**config.mk**
```make
export PLATFORM = sky130hd
export DESIGN_NAME = cpstr_wmux_tx
export DESIGN_NICKNAME = d
export VERILOG_FILES = /design/src/rtl/cpstr_pkg.sv /design/src/rtl/cpstr_rr_arb.sv /design/src/rtl/cpstr_wmux_tx.sv
export SDC_FILE = /design/constraint.sdc
export NUM_CORES = 1
export LEC_CHECK = 0
export CAP_MARGIN = 10
export CELL_PAD_IN_SITES_DETAIL_PLACEMENT = 0
export CELL_PAD_IN_SITES_GLOBAL_PLACEMENT = 1
export CORE_MARGIN = 2
export CORE_UTILIZATION = 32
export CTS_CLUSTER_SIZE = 16
export DETAILED_ROUTE_END_ITERATION = 10
export PLACE_DENSITY = 0.84
export SYNTH_ARGS = -nofsm -noshare
export SYNTH_HDL_FRONTEND = slang
export SYNTH_SLANG_ARGS = --single-unit
export TNS_END_PERCENT = 1
```
**constraint.sdc**
```tcl
create_clock -name i_clk -period 2.4 [get_ports i_clk]
set_clock_uncertainty 0.1 [all_clocks]
set_input_delay 0.36 -clock i_clk [delete_from_list [all_inputs] [get_ports i_clk]]
set_output_delay 0.36 -clock i_clk [all_outputs]
set_load 0.01 [all_outputs]
```
**src/rtl/cpstr_pkg.sv**
```systemverilog
// Shared definitions for the control-plane stream mux family.
package cpstr_pkg;

    localparam logic [7:0] ESC_CHAR_DEFAULT = 8'd27;

    typedef enum logic [2:0] {
        ARB,
        HDR_ESC,
        HDR_IDX,
        DATA,
        DUP_ESC
    } state_t;

    function automatic logic is_esc(input logic [7:0] b, input logic [7:0] esc);
        return b == esc;
    endfunction

endpackage

```
**src/rtl/cpstr_rr_arb.sv**
```systemverilog
// Combinational rotating-priority arbiter: search starts at last+1 and wraps through last.
module cpstr_rr_arb
    import cpstr_pkg::*;
#(
    parameter int unsigned N = 3,
    localparam int unsigned LW = (N > 1) ? $clog2(N) : 1
) (
    input  logic [N-1:0]  req,
    input  logic [LW-1:0] last,
    output logic [LW-1:0] gnt_idx,
    output logic          gnt_any
);

    logic [LW-1:0] k;

    always_comb begin
        gnt_any = 1'b0;
        gnt_idx = '0;
        k       = '0;
        for (int unsigned i = 1; i <= N; i++) begin
            k = LW'((32'(last) + i) % N);
            if (!gnt_any && req[k]) begin
                gnt_any = 1'b1;
                gnt_idx = k;
            end
        end
    end

endmodule

```
**src/rtl/cpstr_wmux_tx.sv**
```systemverilog
// Weighted escaped-stream multiplexer: merges byte streams into one ESC-framed link
// with per-stream burst weights and optional periodic stream-select refresh.
module cpstr_wmux_tx
    import cpstr_pkg::*;
#(
    parameter int unsigned NUM_STREAMS   = 3,
    parameter logic [7:0]  ESC_CHAR      = ESC_CHAR_DEFAULT,
    parameter int unsigned BURST_W       = 8,
    parameter int unsigned STRIDX_PERIOD = 0
) (
    input  logic                           i_clk,
    input  logic                           i_rst,
    input  logic [8*NUM_STREAMS-1:0]       i_data,
    input  logic [NUM_STREAMS-1:0]         i_valid,
    output logic [NUM_STREAMS-1:0]         o_ready,
    input  logic [BURST_W*NUM_STREAMS-1:0] i_burst,
    output logic [7:0]                     o_data,
    output logic                           o_valid,
    input  logic                           i_ready,
    input  logic                           i_emit_stridx,
    output logic [7:0]                     o_cur_stridx
);

    localparam int unsigned IW = (NUM_STREAMS > 1) ? $clog2(NUM_STREAMS) : 1;
    localparam int unsigned PW = (STRIDX_PERIOD > 1) ? $clog2(STRIDX_PERIOD + 1) : 1;
    localparam logic [PW-1:0] PERIOD = PW'(STRIDX_PERIOD);

    state_t               state;
    logic [IW-1:0]        cur;
    logic [BURST_W-1:0]   burst_cur;
    logic [BURST_W-1:0]   burst_cnt;
    logic                 hdr_pending;
    logic [PW-1:0]        period_cnt;

    logic                 free;
    logic                 take_ok;
    logic                 period_hit;
    logic                 cand_any;
    logic [IW-1:0]        cand_idx;
    logic [NUM_STREAMS-1:0] eligible;
    logic [7:0]           cur_data;
    logic [BURST_W-1:0]   cand_burst;

    assign free         = !o_valid || i_ready;
    assign take_ok      = (state == DATA) && free && (burst_cnt < burst_cur);
    assign period_hit   = (STRIDX_PERIOD != 0) && (period_cnt == PERIOD);
    assign o_cur_stridx = 8'(cur);

    always_comb begin
        eligible = '0;
        for (int unsigned k = 0; k < NUM_STREAMS; k++)
            eligible[k] = i_valid[k] && (i_burst[k*BURST_W +: BURST_W] != '0);
    end

    always_comb begin
        cur_data   = '0;
        cand_burst = '0;
        for (int unsigned k = 0; k < NUM_STREAMS; k++) begin
            if (IW'(k) == cur)      cur_data   = i_data[k*8 +: 8];
            if (IW'(k) == cand_idx) cand_burst = i_burst[k*BURST_W +: BURST_W];
        end
    end

    always_comb begin
        o_ready = '0;
        for (int unsigned k = 0; k < NUM_STREAMS; k++)
            o_ready[k] = take_ok && (IW'(k) == cur);
    end

    cpstr_rr_arb #(.N(NUM_STREAMS)) u_arb (
        .req     (eligible),
        .last    (cur),
        .gnt_idx (cand_idx),
        .gnt_any (cand_any)
    );

    always_ff @(posedge i_clk) begin
        if (i_rst) begin
            state       <= ARB;
            cur         <= '0;
            burst_cur   <= '0;
            burst_cnt   <= '0;
            hdr_pending <= 1'b1;
            period_cnt  <= '0;
            o_valid     <= 1'b0;
            o_data      <= '0;
        end else begin
            if (o_valid && i_ready) o_valid <= 1'b0;
            if (o_valid && i_ready && !period_hit) period_cnt <= period_cnt + 1'b1;
            if (period_hit || i_emit_stridx) hdr_pending <= 1'b1;

            case (state)
                ARB: begin
                    if (cand_any) begin
                        burst_cur <= cand_burst;
                        burst_cnt <= '0;
                        cur       <= cand_idx;
                        // refresh requests arriving this cycle are folded into the decision
                        state <= (cand_idx != cur || hdr_pending || i_emit_stridx || period_hit)
                                 ? HDR_ESC : DATA;
                    end
                end
                HDR_ESC: begin
                    if (free) begin
                        o_data  <= ESC_CHAR;
                        o_valid <= 1'b1;
                        state   <= HDR_IDX;
                    end
                end
                HDR_IDX: begin
                    if (free) begin
                        o_data      <= 8'(cur);
                        o_valid     <= 1'b1;
                        hdr_pending <= i_emit_stridx;
                        period_cnt  <= '0;
                        state       <= DATA;
                    end
                end
                DATA: begin
                    if (take_ok && i_valid[cur]) begin
                        o_data    <= cur_data;
                        o_valid   <= 1'b1;
                        burst_cnt <= burst_cnt + 1'b1;
                        if (is_esc(cur_data, ESC_CHAR)) state <= DUP_ESC;
                    end else if (burst_cnt == burst_cur || (free && !i_valid[cur])) begin
                        state <= ARB;
                    end
                end
                DUP_ESC: begin
                    if (free) begin
                        o_data  <= ESC_CHAR;
                        o_valid <= 1'b1;
                        state   <= DATA;
                    end
                end
                default: state <= ARB;
            endcase
        end
    end

endmodule

```
==> impl_results.md, run 1 <==
- Status: complete, but fails checks
- Violated checks: setup timing
- Min cycle time layout: 2.513 ns
- PD cells: 1096 nW/µm²
- Nets: 532
- Die area: 8670 µm²
- HP Class: input pin to flip-flop
- Mean Syn Cell Area: 8.585 µm²
- Vias in the first global route: 2,905
- Clk Latency, worst-skew pair: 0.29 ns
- Fin crit share: 104.7%
- Wire length of the first global-routing pass: 13,340 µm
- VDD IR-drop max: 0.5779 mV
- CP Capture Type: output pin
- Routed len/inst: 14.75 µm
- Reg2reg end: state[1]$_SDFFE_PP0P_
- # DRC: 0
- Final Hold Viols: 0
- Max_slew headroom: 57.20%
- WL final: 8347 µm
- First-pass DRT Iterations: 5
- CTS tree: done
- Htree depth: 2
- Final Util: 57.19%
- Cell variety after synth: 65
- WP data arrival: 2.05 ns
- Fin worst setup slack: -0.1133 ns
- Worst Setup Start Kind: flip-flop
- Largest net degree at the start of global routing: 20
- Syn Inst Count: 296
- Synth top area share: 24.42%
- Gp weighted congestion: 0.8777
- Clock buffer count from CTS: 5
- Top delay family on crit path: compound AO/OA/AOI/OAI gates
- Setup TNS: -0.8715 ns
- Fin. max-slew vios: 0
- Max_cap viols: 0
- DRT iter0 DRCs: 118
- Antenna violations before repair: 0
- Core Region: 7727 µm²
- Die Ht: 93.12 µm
- Area delta synth->final: 73.90%
- RSZ-0062 raised after global routing: yes
- Pin slew with the least headroom to its limit: 0.6371 ns
- Critical path peak fanout: 2
- Buf/Inv on CP: 4
- CP Depth: 8
- Clock tree buffer depth: 2
- Post-synth ARST share: 0%
- N_diodes: 0
- YS warnings: 0
- Crit-path cells: inv_2 > ha_4 > a21o_1 > a2111oi_4 > buf_4 > buf_4 > and3_1 > buf_2
- DP HPWL: 6016 µm
- Most common cell after layout, fill and taps aside: buf_4
- GRT Util Overall: 19.45%
- DR vias: 2,855
- Leakage power: 1.810 nW
- GRT overflow: 0
- Final setup fails: 17
- Seq/Total Area, Yosys: 24.42%
- Worst-path clk slew: 0.07 ns
- Ports: 75
- Clock Sinks: 31
- R2r startpoint: burst_cur[6]$_SDFFE_PP0P_
- Row count: 32
- Synth top area cells: dfxtp_1 (24%), a221oi_2 (9.5%), ha_1 (6.9%)
- Worst setup path endpoint: o_ready[0]
- Worst Setup SP: burst_cur[6]$_SDFFE_PP0P_
- Post-synth top flop: dfxtp_1
- Die width: 93.12 µm
- R2R Setup Slk: -0.11 ns
- Synth area leader: dfxtp_1
- CTS root buf: clkbuf_8
- Share of post-route cells with drive strength above 1: 40.09%
- Vias per cell: 5.044
- Post-synth EDFFs: 0
- Most frequent cells in the layout: buf_4 (98), clkdlybuf4s50_1 (62), nor2_1 (27), dfxtp_1 (27), nand2_1 (23)
- Routed Antenna Nets: 0
- CP Class: flip-flop to output pin
- Mapped cell area: 2541 µm²
- Slowest cell on crit path: a2111oi_4
- Initial Util: 32.89%
- Port Buffer Count: 68
- Max Clk Rate: 397.9 MHz
- Hold_buf cts: 0
- Top cell by count, worst path: buf_4
- Worst Path Required: 1.94 ns
- Worst R2R Path Depth: 12
- Critical Path Max Stage Delay: 0.39 ns
- FF+latch count, synth: 31
[where the power goes]
| group | internal [mW] | switching [mW] | leakage [nW] |
|---|---|---|---|
| sequential | 0.651 | 0.0815 | 0.255 |
| clock | 0.336 | 0.202 | 0.0612 |
| combinational | 1.85 | 1.72 | 1.49 |
[sequential cells by signal (all words and copies together) (netlist names)]
signal / count
o_valid: 1
burst_cur: 8
state: 3
hdr_pending: 1
o_data: 8
burst_cnt: 8
cur: 2
[layout make-up]
type                       instances  area [µm²]
fill                             671        3308
multi-input combinational        228        1948
timing repair buffer             174        1509
sequential                        31       628.1
tap                              102       127.6
inverter                          23       88.84
clock buffer                       6       82.58
clock inverter                     2       35.03
[synth_stat cells, types with 5 or more instances]
library cell  count
mux2i_1           7
nand4_1           5
clkbuf_1          6
a21oi_1          20
nor2_1           27
buf_4             7
nand3b_1          8
nand2_1          23
a221oi_2         16
xor2_1            5
ha_1             14
nor4_1            5
inv_1            22
o21ai_0          14
nor2b_1           5
and3_1            9
dfxtp_1          31
[metrics by stage]
stage | cell area, µm² | hold WS [ns] | setup WS (ns) | power, mW | cells
2_1_floorplan | 2567 | 0.3351 | 0.007998 | 2.573 | 301
6_report | 4419 | 0.3501 | -0.1133 | 4.844 | 566
3_3_place_gp | 3919 | 0.3686 | -0.4174 | 3.696 | 538
5_1_grt | 4419 | 0.3713 | -0.2185 | 5.175 | 566
3_5_place_dp | 3919 | 0.3633 | -0.4696 | 3.759 | 538
4_1_cts | 4320 | 0.3752 | -0.06179 | 4.691 | 561
[worst register-to-register path, cell delays in order, from the launching register on]
cell and delay [ns]:
dfxtp_2 0.32, inv_2 0.06, ha_4 0.19, a21o_1 0.23, a2111oi_4 0.39, buf_4 0.19, buf_6 0.10, and3_4 0.20
a211oi_4 0.07, buf_4 0.15, a21oi_2 0.13, o311a_1 0.19, o41ai_2 0.07
[repair_timing]
action / 4_1_cts / 5_1_grt
endpoints found under the setup margin: 32 / 31
setup buffers: 15 / 5
resized for setup: 52 / 16
pin swaps: 19 / 11
cloned: 0 / 0
[cell families (layout without fill, tap and decap cells)]
family | count (synthesis) | after routing | synth area share (%)
AOI/OAI and AO/OA | 85 | 85 | 30.28
xor gates and xnor gates | 8 | 8 | 2.757
adders and majority gates | 14 | 14 | 6.893
buffers and inverters | 42 | 205 | 8.419
DFF | 31 | 31 | 24.42
muxes | 7 | 7 | 2.757
other | 1 | 6 | 0.1476
and+or+nand+nor | 108 | 108 | 24.32
[worst min-delay path by stage]
| stage | start | endpoint | slack, ns | cells past startpoint |
|---|---|---|---|---|
| floorplan | hdr_pending$_SDFF_PP1_ | hdr_pending$_SDFF_PP1_ | 0.34 | 2 |
| global placement | hdr_pending$_SDFF_PP1_ | hdr_pending$_SDFF_PP1_ | 0.37 | 2 |
| detailed placement | hdr_pending$_SDFF_PP1_ | hdr_pending$_SDFF_PP1_ | 0.36 | 2 |
| CTS | hdr_pending$_SDFF_PP1_ | hdr_pending$_SDFF_PP1_ | 0.38 | 2 |
| global route | i_burst[10] | burst_cur[2]$_SDFFE_PP0P_ | 0.37 | 3 |
| finish | i_burst[10] | burst_cur[2]$_SDFFE_PP0P_ | 0.35 | 3 |
[metal layers]
layer,track usage (%),up-vias,part of all wire [%]
met5,0,-,0
met4,5.147,0,1.3
met3,5.077,14,6.7
met2,35.75,94,50
met1,22.19,1330,42
li1,-,1417,-
No activity file was read; power rests on OpenSTA's default activity.
==> run 2, diff against run 1 <==
--- a/config.mk
+++ b/config.mk
@@ -10,6 +10,7 @@
 export CELL_PAD_IN_SITES_GLOBAL_PLACEMENT = 1
 export CORE_MARGIN = 2
 export CORE_UTILIZATION = 32
+export CTS_CLUSTER_DIAMETER = 200
 export CTS_CLUSTER_SIZE = 16
 export DETAILED_ROUTE_END_ITERATION = 10
 export PLACE_DENSITY = 0.84
==> results of run 2 <==
Final layout, timing and power as in run 1 (identical DEF).
